[src/rtl/keypad_pkg.sv]
`default_nettype none
// ============================================================================
// keypad_pkg : shared types and constants for the 4x4 keypad scanner
// Revision   : 1.0
// ============================================================================
package keypad_pkg;

  localparam int ROWS = 4;
  localparam int COLS = 4;

  typedef enum logic [1:0] {
    SCAN     = 2'd0,
    DEBOUNCE = 2'd1,
    PRESSED  = 2'd2,
    RELEASE  = 2'd3
  } state_t;

  typedef enum logic [1:0] {
    NONE   = 2'd0,
    SINGLE = 2'd1,
    MULTI  = 2'd2
  } frame_t;

  function automatic logic [3:0] code_of(input logic [1:0] r, input logic [1:0] c);
    return {r, c};
  endfunction

endpackage
`default_nettype wire

[src/rtl/sync_2ff.sv]
`default_nettype none
// ============================================================================
// sync_2ff : two-flop synchronizer, resets to all-ones (idle pull-up level)
// Revision : 1.0
// ============================================================================
module sync_2ff #(
  parameter int WIDTH = 1
) (
  input  logic             ck,
  input  logic             rst_n,
  input  logic [WIDTH-1:0] d,
  output logic [WIDTH-1:0] q
);

  logic [WIDTH-1:0] meta;

  always_ff @(posedge ck or negedge rst_n) begin
    if (!rst_n) begin
      meta <= '1;
      q    <= '1;
    end else begin
      meta <= d;
      q    <= meta;
    end
  end

endmodule
`default_nettype wire

[src/rtl/keypad_scanner.sv]
`default_nettype none
// ============================================================================
// keypad_scanner : 4x4 row-scanned keypad with frame-based debounce
// Revision       : 1.0
// ============================================================================
module keypad_scanner
  import keypad_pkg::*;
#(
  parameter int SCAN_DIV        = 50000,
  parameter int DEBOUNCE_FRAMES = 4
) (
  input  logic       ck,
  input  logic       rst_n,
  input  logic [3:0] col,
  output logic [3:0] row,
  output logic [3:0] key_code,
  output logic       key_valid,
  output logic       key_held,
  output logic       key_release
);

  localparam int DW = $clog2(SCAN_DIV);
  localparam int CW = $clog2(DEBOUNCE_FRAMES + 1);
  localparam logic [DW-1:0] DWELL_LAST = DW'(SCAN_DIV - 1);
  localparam logic [DW-1:0] DWELL_ONE  = DW'(1);
  localparam logic [CW-1:0] CNT_ONE    = CW'(1);
  localparam logic [CW-1:0] CNT_DONE   = CW'(DEBOUNCE_FRAMES);

  logic [3:0]    col_s;
  logic [DW-1:0] dwell;
  logic [1:0]    row_index;
  logic          tick;
  logic          frame_end;
  logic [1:0]    acc_cnt;
  logic [3:0]    acc_code;
  logic [2:0]    samp_zeros;
  logic [1:0]    samp_pos;
  logic [2:0]    zero_sum;
  logic [1:0]    merged_cnt;
  logic [3:0]    merged_code;
  frame_t        frame_res;
  state_t        state;
  logic [CW-1:0] cnt;
  logic [3:0]    cand;

  sync_2ff #(.WIDTH(COLS)) u_col_sync (
    .ck    (ck),
    .rst_n (rst_n),
    .d     (col),
    .q     (col_s)
  );

  assign tick      = (dwell == DWELL_LAST);
  assign frame_end = tick && (row_index == 2'd3);

  // Merge this row's sample into the running frame; zero count saturates at 2 (MULTI).
  always_comb begin
    samp_zeros = '0;
    samp_pos   = '0;
    for (int i = 0; i < COLS; i++) begin
      if (!col_s[i]) begin
        samp_zeros = samp_zeros + 3'd1;
        samp_pos   = 2'(i);
      end
    end
    zero_sum    = {1'b0, acc_cnt} + samp_zeros;
    merged_cnt  = (zero_sum > 3'd2) ? 2'd2 : zero_sum[1:0];
    merged_code = (samp_zeros == 3'd1) ? code_of(row_index, samp_pos) : acc_code;
    if (merged_cnt == 2'd0)      frame_res = NONE;
    else if (merged_cnt == 2'd1) frame_res = SINGLE;
    else                         frame_res = MULTI;
  end

  // row trails row_index by one cycle so each row is driven for a full dwell.
  always_ff @(posedge ck or negedge rst_n) begin
    if (!rst_n) begin
      dwell     <= '0;
      row_index <= '0;
      row       <= 4'b1111;
      acc_cnt   <= '0;
      acc_code  <= '0;
    end else begin
      row <= ~(4'b0001 << row_index);
      if (tick) begin
        dwell     <= '0;
        row_index <= row_index + 2'd1;
        if (row_index == 2'd3) begin
          acc_cnt  <= '0;
          acc_code <= '0;
        end else begin
          acc_cnt  <= merged_cnt;
          acc_code <= merged_code;
        end
      end else begin
        dwell <= dwell + DWELL_ONE;
      end
    end
  end

  always_ff @(posedge ck or negedge rst_n) begin
    if (!rst_n) begin
      state       <= SCAN;
      cnt         <= '0;
      cand        <= '0;
      key_code    <= '0;
      key_valid   <= 1'b0;
      key_held    <= 1'b0;
      key_release <= 1'b0;
    end else begin
      key_valid   <= 1'b0;
      key_release <= 1'b0;
      if (frame_end) begin
        case (state)
          SCAN: begin
            if (frame_res == SINGLE) begin
              cand <= merged_code;
              if (DEBOUNCE_FRAMES == 1) begin
                state     <= PRESSED;
                key_code  <= merged_code;
                key_valid <= 1'b1;
                key_held  <= 1'b1;
              end else begin
                state <= DEBOUNCE;
                cnt   <= CNT_ONE;
              end
            end
          end
          DEBOUNCE: begin
            if (frame_res == SINGLE && merged_code == cand) begin
              if (cnt + CNT_ONE == CNT_DONE) begin
                state     <= PRESSED;
                key_code  <= cand;
                key_valid <= 1'b1;
                key_held  <= 1'b1;
              end else begin
                cnt <= cnt + CNT_ONE;
              end
            end else begin
              state <= SCAN;
            end
          end
          PRESSED: begin
            if (frame_res == NONE) begin
              if (DEBOUNCE_FRAMES == 1) begin
                state       <= SCAN;
                key_held    <= 1'b0;
                key_release <= 1'b1;
              end else begin
                state <= RELEASE;
                cnt   <= CNT_ONE;
              end
            end
          end
          RELEASE: begin
            if (frame_res == NONE) begin
              if (cnt + CNT_ONE == CNT_DONE) begin
                state       <= SCAN;
                key_held    <= 1'b0;
                key_release <= 1'b1;
              end else begin
                cnt <= cnt + CNT_ONE;
              end
            end else begin
              state <= PRESSED;
              cnt   <= '0;
            end
          end
          default: state <= SCAN;
        endcase
      end
    end
  end

endmodule
`default_nettype wire

[config.mk]
export PLATFORM = sky130hd
export DESIGN_NAME = keypad_scanner
export DESIGN_NICKNAME = d
export VERILOG_FILES = /design/src/rtl/keypad_pkg.sv /design/src/rtl/sync_2ff.sv /design/src/rtl/keypad_scanner.sv
export SDC_FILE = /design/constraint.sdc
export NUM_CORES = 1
export LEC_CHECK = 0
export CELL_PAD_IN_SITES_DETAIL_PLACEMENT = 2
export CELL_PAD_IN_SITES_GLOBAL_PLACEMENT = 2
export CORE_ASPECT_RATIO = 1.1
export CORE_MARGIN = 10
export CORE_UTILIZATION = 30
export CTS_BUF_LIST = sky130_fd_sc_hd__clkbuf_16
export DETAILED_ROUTE_END_ITERATION = 12
export PLACE_DENSITY = 0.68
export SKIP_LAST_GASP = 1
export SYNTH_ARGS = -nofsm -noshare
export SYNTH_HDL_FRONTEND = slang
export SYNTH_SLANG_ARGS = --single-unit
[constraint.sdc]
create_clock -name ck -period 5.45 [get_ports ck]
set_input_delay 0.545 -clock ck [delete_from_list [all_inputs] [get_ports ck]]
set_output_delay 0.545 -clock ck [all_outputs]
set_load 0.02 [all_outputs]
Word level (Yosys, flattened, before mapping)
Cells that the tools add are included.

Output and inout bits: 11. Input bits: 6. Memory bits (read-only): 0. Memories: 0. Bits in writable memories: 0. Logic and storage cells: 92. Flip-flop bits (word level): 52. Latch bits: 0.

Div/mod/pow operators: 0. Order comparisons: 1. Shifts and indexed selects: 1. Reduce and logical (&&, ||, !) cells: 11. Equal/unequal tests: 18. Muxes and demuxes: 39. $mul: 0. Add/sub/neg operators: 7. Bitwise gates (word level): 1.

Operator list (count): two-way mux 2 bit (12); two-way mux 3 bit (8); adder 16 x 1 -> 16 bit (second input constant) (1); equality test 16 bit (second input constant) (1); two-way mux 16 bit (1); two-way mux 1 bit (13); adder 3 x 1 -> 3 bit (second input constant) (4); != test 2 bit (second input constant) (6); one-hot mux 3 bit (4 select lines) (1); two-way mux 4 bit (2); one-hot mux 2 bit (4 select lines) (1); AND reduction 4 bit (2); equality test 2 x 1 -> 1 bit (second input constant) (3); equality test 2 bit (second input constant) (3); zero test 2 bit (3); != test 3 bit (second input constant) (2); AND reduction 6 bit (1); AND reduction 5 bit (1); equality test 4 bit (1); inverter 4 bit (1); left shift 1 x 2 -> 4 bit (first input constant) (1); adder 2 x 3 -> 3 bit (1); equality test 3 x 1 -> 1 bit (second input constant) (1); equality test 3 bit (second input constant) (1); 6 further kinds (7).

Depth between registers and ports, before layout
Depth after elaboration: 18. Depth in mapped cells: 12. Mapped depth without buffers: 12.

Cells and area by module
A second synthesis with hierarchy kept.

Cell total of the unflattened synthesis: 276. Area total of the unflattened synthesis: 2844.0 um^2.

By module, submodules not included: keypad_scanner (times used 1, cells each 268, area each 2633.8 um^2, seq. area each 1106.1 um^2); sync_2ff (times used 1, cells each 8, area each 210.2 um^2, seq. area each 210.2 um^2).

Least setup slack after synthesis
OpenSTA, ideal clock, no wires.

Kind: reg2reg. Start point: register u_col_sync.q[0]. End point: register cnt[2]. Path buffers: 0. Path slack: 1903 ps. Arrival time: 3409 ps. Period minus slack after synthesis: 3547 ps. Cell stages (with the launch flop): 12. Library setup time: 138 ps. Required time: 5312 ps. Cell sequence: dfstp_2 inv_1 ha_1 xnor2_1 ha_1 mux2_2 fa_1 xor3_1 nand3b_1 o31a_1 o41ai_1 o21ai_0.

Cells in the longest elaborated chain, start to end: 17. Elaborated cells on any way between the ends: 26. Those cells by class: add/sub (4); order compare (1); eq/ne (7); mux (10); reduce/logical (4).

Ends and longest elaborated chain: from (decl) (line sync_2ff.sv:12) `output logic [WIDTH-1:0] q`; from (signal assigned) (line sync_2ff.sv:23) `q <= meta;`; two-way mux 1 bit (*) (line keypad_scanner.sv:61) `if (!col_s[i]) begin`; adder 3 x 1 -> 3 bit (line keypad_scanner.sv:62) `samp_zeros = samp_zeros + 3'd1;`; two-way mux 3 bit (*) (line keypad_scanner.sv:61); adder 3 x 1 -> 3 bit (line keypad_scanner.sv:62); two-way mux 3 bit (*) (line keypad_scanner.sv:61); adder 3 x 1 -> 3 bit (line keypad_scanner.sv:62); two-way mux 3 bit (*) (line keypad_scanner.sv:61); adder 2 x 3 -> 3 bit (line keypad_scanner.sv:66) `zero_sum = {1'b0, acc_cnt} + samp_zeros;`; greater-than comparator 3 x 2 -> 1 bit (line keypad_scanner.sv:67) `merged_cnt = (zero_sum > 3'd2) ? 2'd2 : zero_sum[1:0];`; two-way mux 2 bit (line keypad_scanner.sv:67); equality test 2 x 1 -> 1 bit (line keypad_scanner.sv:70) `else if (merged_cnt == 2'd1) frame_res = SINGLE;`; two-way mux 2 bit (line keypad_scanner.sv:70); two-way mux 2 bit (line keypad_scanner.sv:69) `if (merged_cnt == 2'd0) frame_res = NONE;`; equality test 2 x 1 -> 1 bit (line keypad_scanner.sv:115, keypad_scanner.sv:129); logical AND 1 bit (line keypad_scanner.sv:129) `if (frame_res == SINGLE && merged_code == cand) begin`; != test 2 bit (no source line); AND reduction 4 bit (no source line); to (signal assigned) (line keypad_scanner.sv:136) `cnt <= cnt + CNT_ONE;`; to (signal assigned) (line keypad_scanner.sv:161) `cnt <= cnt + CNT_ONE;`; to (decl) (line keypad_scanner.sv:43) `logic [CW-1:0] cnt;`.

Every way passes the cells marked *; elsewhere a longest branch is shown, timed or not. A chain may end at the register's enable or synchronous reset.

Worst setup path after layout
Start point: register u_col_sync.q[1]. End point: register cnt[2].

Cells in the longest elaborated chain, start to end: 15. Elaborated cells on any way between the ends: 27. Those cells by class: add/sub (3); order compare (1); eq/ne (7); mux (12); reduce/logical (4).

Ends and longest elaborated chain (line): two-way mux 3 bit (keypad_scanner.sv:61); adder 3 x 1 -> 3 bit (keypad_scanner.sv:62); two-way mux 3 bit (keypad_scanner.sv:61); adder 3 x 1 -> 3 bit (keypad_scanner.sv:62); two-way mux 3 bit (keypad_scanner.sv:61); adder 2 x 3 -> 3 bit (keypad_scanner.sv:66); greater-than comparator 3 x 2 -> 1 bit (keypad_scanner.sv:67); two-way mux 2 bit (keypad_scanner.sv:67); equality test 2 x 1 -> 1 bit (keypad_scanner.sv:70); two-way mux 2 bit (keypad_scanner.sv:70); two-way mux 2 bit (keypad_scanner.sv:69); equality test 2 x 1 -> 1 bit (keypad_scanner.sv:115, keypad_scanner.sv:129); logical AND 1 bit (keypad_scanner.sv:129); != test 2 bit (no source line); AND reduction 4 bit (no source line).

Parallel ways exist; a longest one is shown, timed or not.

==> impl_metrics.sql <==
INSERT INTO impl_metrics (metric_group, metric, value, unit) VALUES
('status', 'run_status', 'complete, no violations', ''),
('finish', 'drive_above_1_share', '13.82', '%'),
('sta', 'worst_slew_pin_slew', '0.7127', 'ns'),
('setup_path', 'reg2reg_slack', '1.51', 'ns'),
('sta', 'max_slew_margin', '52.05', '%'),
('finish', 'synthToLayoutAreaGrowth', '16.45', '%'),
('placement', 'hpwlAfterDp', '4861', 'um'),
('routing', 'antenna_violating_nets_post_route', '0', ''),
('synthesis', 'synth_area_per_inst', '10.60', 'um^2'),
('die', 'start_util', '30.50', '%'),
('setup_path', 'required', '5.60', 'ns'),
('clock_network', 'number_of_setup_buffers_added_after_cts', '0', ''),
('die', 'die-area', '13170', 'um^2'),
('sta', 'achievable-frequency', '253.8', 'MHz'),
('sta', 'final_tns_setup', '0', 'ns'),
('clock_network', 'cts-root-to-sink-buffers', '2', ''),
('sta', 'rsz_0062_raised_after_global_routing', 'false', ''),
('setup_path', 'crit_type', 'register to register', ''),
('placement', 'numPlacedInstances', '381', ''),
('finish', 'nFillCells', '999', ''),
('synthesis', 'share_of_synthesized_registers_carrying_an_async_set_or_reset', '100.0', '%'),
('die', 'core_area', '8828', 'um^2'),
('clock_network', 'postCtsHoldBufs', '0', ''),
('global_routing', 'first_global_vias', '2171', ''),
('synthesis', 'synth_fp_nets', '272', ''),
('synthesis', 'netlist-cell-type-count', '50', ''),
('finish', 'antenna_cells_inserted', '0', ''),
('placement', 'preCtsSetupSlack', '1.475', 'ns'),
('die', 'die_height', '119.4', 'um'),
('sta', 'setup_viol', '0', ''),
('clock_network', 'post_cts_resize_count', '0', ''),
('finish', 'finalNonFillerCells', '389', ''),
('routing', 'dr_total_vias', '1962', ''),
('setup_path', 'critPathSlowestCell', 'sky130_fd_sc_hd__dfstp_2', ''),
('synthesis', 'synth_top_cell_area_share', '37.17', '%'),
('setup_path', 'path_common_cell', 'sky130_fd_sc_hd__ha_1', ''),
('synthesis', 'postSynthCellCount', '254', ''),
('finish', 'fin_nets', '292', ''),
('setup_path', 'critical_path.top_delay_family', 'adder cells', ''),
('pwr', 'p_leak', '1.323', 'nW'),
('synthesis', 'synthDominantAreaCellType', 'sky130_fd_sc_hd__dfrtp_1', ''),
('clock_network', 'htree_levels', '2', ''),
('global_routing', 'globalRouteTotalUtil', '10.58', '%'),
('routing', 'drt_iter0_drc', '25', ''),
('global_routing', 'initial_antenna_violation_count', '0', ''),
('sta', 'timing.final.crit_period', '3.940', 'ns'),
('sta', 'timing.final.max_slew_violations', '0', ''),
('sta', 'final_critical_path_setup_slack', '1.510', 'ns'),
('placement', 'port_buffers', '16', ''),
('clock_network', 'cts-buffers-inserted', '5', ''),
('global_routing', 'overflow', '0', ''),
('placement', 'globalplace.congestion', '0.7532', ''),
('synthesis', 'synth-seq-area-share', '48.88', '%'),
('clock_network', 'cts.sink_count', '52', ''),
('setup_path', 'cp.buffers_inverters', '1', ''),
('setup_path', 'path_cells', 'inv_1 > ha_1 > xnor2_1 > ha_1 > mux2_2 > fa_1 > xor3_1 > nand3b_1 > o31a_1 > o41ai_1 > o21ai_0', ''),
('synthesis', 'count_of_flip_flops_with_a_built_in_enable_after_synthesis', '0', ''),
('min_path', 'hold_path.class', 'input pin to async pin', ''),
('die', 'die_w', '110.3', 'um'),
('routing', 'drt_wl_total', '6486', 'um'),
('setup_path', 'worstSetupEndpointType', 'register', ''),
('pwr', 'power_density', '248.5', 'nW/um^2'),
('setup_path', 'critical_path_arrival', '4.09', 'ns'),
('global_routing', 'grt_first_pass_wirelength', '11320', 'um'),
('synthesis', 'synthesis.yosys.warnings', '0', ''),
('routing', 'routed_wire_length_per_instance', '16.67', 'um'),
('clock_network', 'path_clk_slew', '0.07', 'ns'),
('sta', 'final_hold_viol_count', '0', ''),
('pwr', 'worst_ir_drop_vdd', '0.1940', 'mV'),
('setup_path', 'timing.rr.start', 'u_col_sync.q[1]', ''),
('die', 'rows', '36', '');
area by class of cell:
cell class	count	area [um^2]	area share, %
clock buffer	5	125.1	3.990
multi-input combinational	183	1311	41.82
sequential	52	1316	41.98
tap	114	142.6	4.549
timing repair buffer	18	170.2	5.427
inverter	14	52.55	1.676
clock inverter	3	17.52	0.5587
registers in the layout, indices dropped and copies added (netlist names):
signal and flops:
cnt 3, acc_code 4, dwell 16, acc_cnt 2, key_held 1, key_code 4, row 4, row_index 2
u_col_sync.meta 4, key_release 1, state 2, u_col_sync.q 4, key_valid 1, cand 4
layout by cell type (no fill, tap or decap), types with 10 or more instances in the layout:
cell	count
sky130_fd_sc_hd__dfrtp_1	40
sky130_fd_sc_hd__nand2_1	15
sky130_fd_sc_hd__nand3_1	10
sky130_fd_sc_hd__ha_1	11
sky130_fd_sc_hd__nor2_1	22
sky130_fd_sc_hd__xnor2_1	12
sky130_fd_sc_hd__clkdlybuf4s50_1	15
sky130_fd_sc_hd__o21ai_0	14
sky130_fd_sc_hd__inv_1	14
sky130_fd_sc_hd__xor2_1	13
sky130_fd_sc_hd__dfstp_2	12
sky130_fd_sc_hd__a21oi_1	12
worst max path at each step:
| stage | from | endpoint | cells past startpoint |
|---|---|---|---|
| 2_1_floorplan | u_col_sync.q[0] | cnt[2] | 11 |
| 3_3_place_gp | u_col_sync.q[0] | cnt[2] | 11 |
| 3_5_place_dp | u_col_sync.q[1] | cnt[2] | 11 |
| 4_1_cts | u_col_sync.q[1] | cnt[2] | 11 |
| 5_1_grt | u_col_sync.q[1] | cnt[2] | 11 |
| 6_report | u_col_sync.q[1] | cnt[2] | 11 |
worst register-to-register path, stage by stage, from the launching register on:
cell and delay, ns:
sky130_fd_sc_hd__dfstp_2 0.55, sky130_fd_sc_hd__inv_1 0.05, sky130_fd_sc_hd__ha_1 0.32, sky130_fd_sc_hd__xnor2_1 0.36, sky130_fd_sc_hd__ha_1 0.33, sky130_fd_sc_hd__mux2_2 0.29, sky130_fd_sc_hd__fa_1 0.40, sky130_fd_sc_hd__xor3_1 0.49
sky130_fd_sc_hd__nand3b_1 0.24, sky130_fd_sc_hd__o31a_1 0.32, sky130_fd_sc_hd__o41ai_1 0.31, sky130_fd_sc_hd__o21ai_0 0.14
synthesized netlist by cell type, drive strengths merged, types with 2 or more instances:
library cell	number
nand2b	5
nand4	4
and2	2
a22oi	4
xnor2	12
or4b	2
nand3	11
nor2	22
a21oi	12
a311oi	3
a31oi	2
nand4b	3
ha	11
and3	4
clkbuf	5
nand3b	2
nor3	4
dfstp	12
o41ai	2
o22ai	2
mux2	7
dfrtp	40
o21ai	14
xor2	13
nand2	15
inv	14
nor3b	2
nor2b	3
nor4	6
power breakdown:
group | switching (mW) | leakage (nW) | internal (mW)
clock network | 0.146 | 0.0716 | 0.170
registers | 0.00317 | 0.671 | 0.391
logic | 0.0441 | 0.581 | 0.0249
kinds of logic after synthesis:
family	synth area share, %
muxes	3.299
DFF	48.88
adders and majority gates	5.855
xor gates and xnor gates	9.015
AOI/OAI and AO/OA	11.25
buffers and inverters	2.649
and+or+nand+nor	19.05
stage by stage:
stage	hold slack (ns)	cell area (um^2)	total power, mW	utilization, %
2_1_floorplan	0.2494	2693	0.4458	-
3_3_place_gp	0.3459	2993	0.4693	33.90
3_5_place_dp	0.3490	2993	0.4712	33.90
4_1_cts	0.2330	3136	0.7921	35.52
5_1_grt	0.2380	3136	0.8147	35.52
6_report	0.2103	3136	0.7791	35.52
metal layers:
metal / track usage, % / share of wire, % / up-vias
met5: 0 / 0 / -
met4: 2.894 / 1.2 / 0
met3: 1.726 / 2.1 / 5
met2: 18.07 / 51 / 16
met1: 13.28 / 46 / 1001
li1: - / - / 940
(Power assumes the default switching activity.)
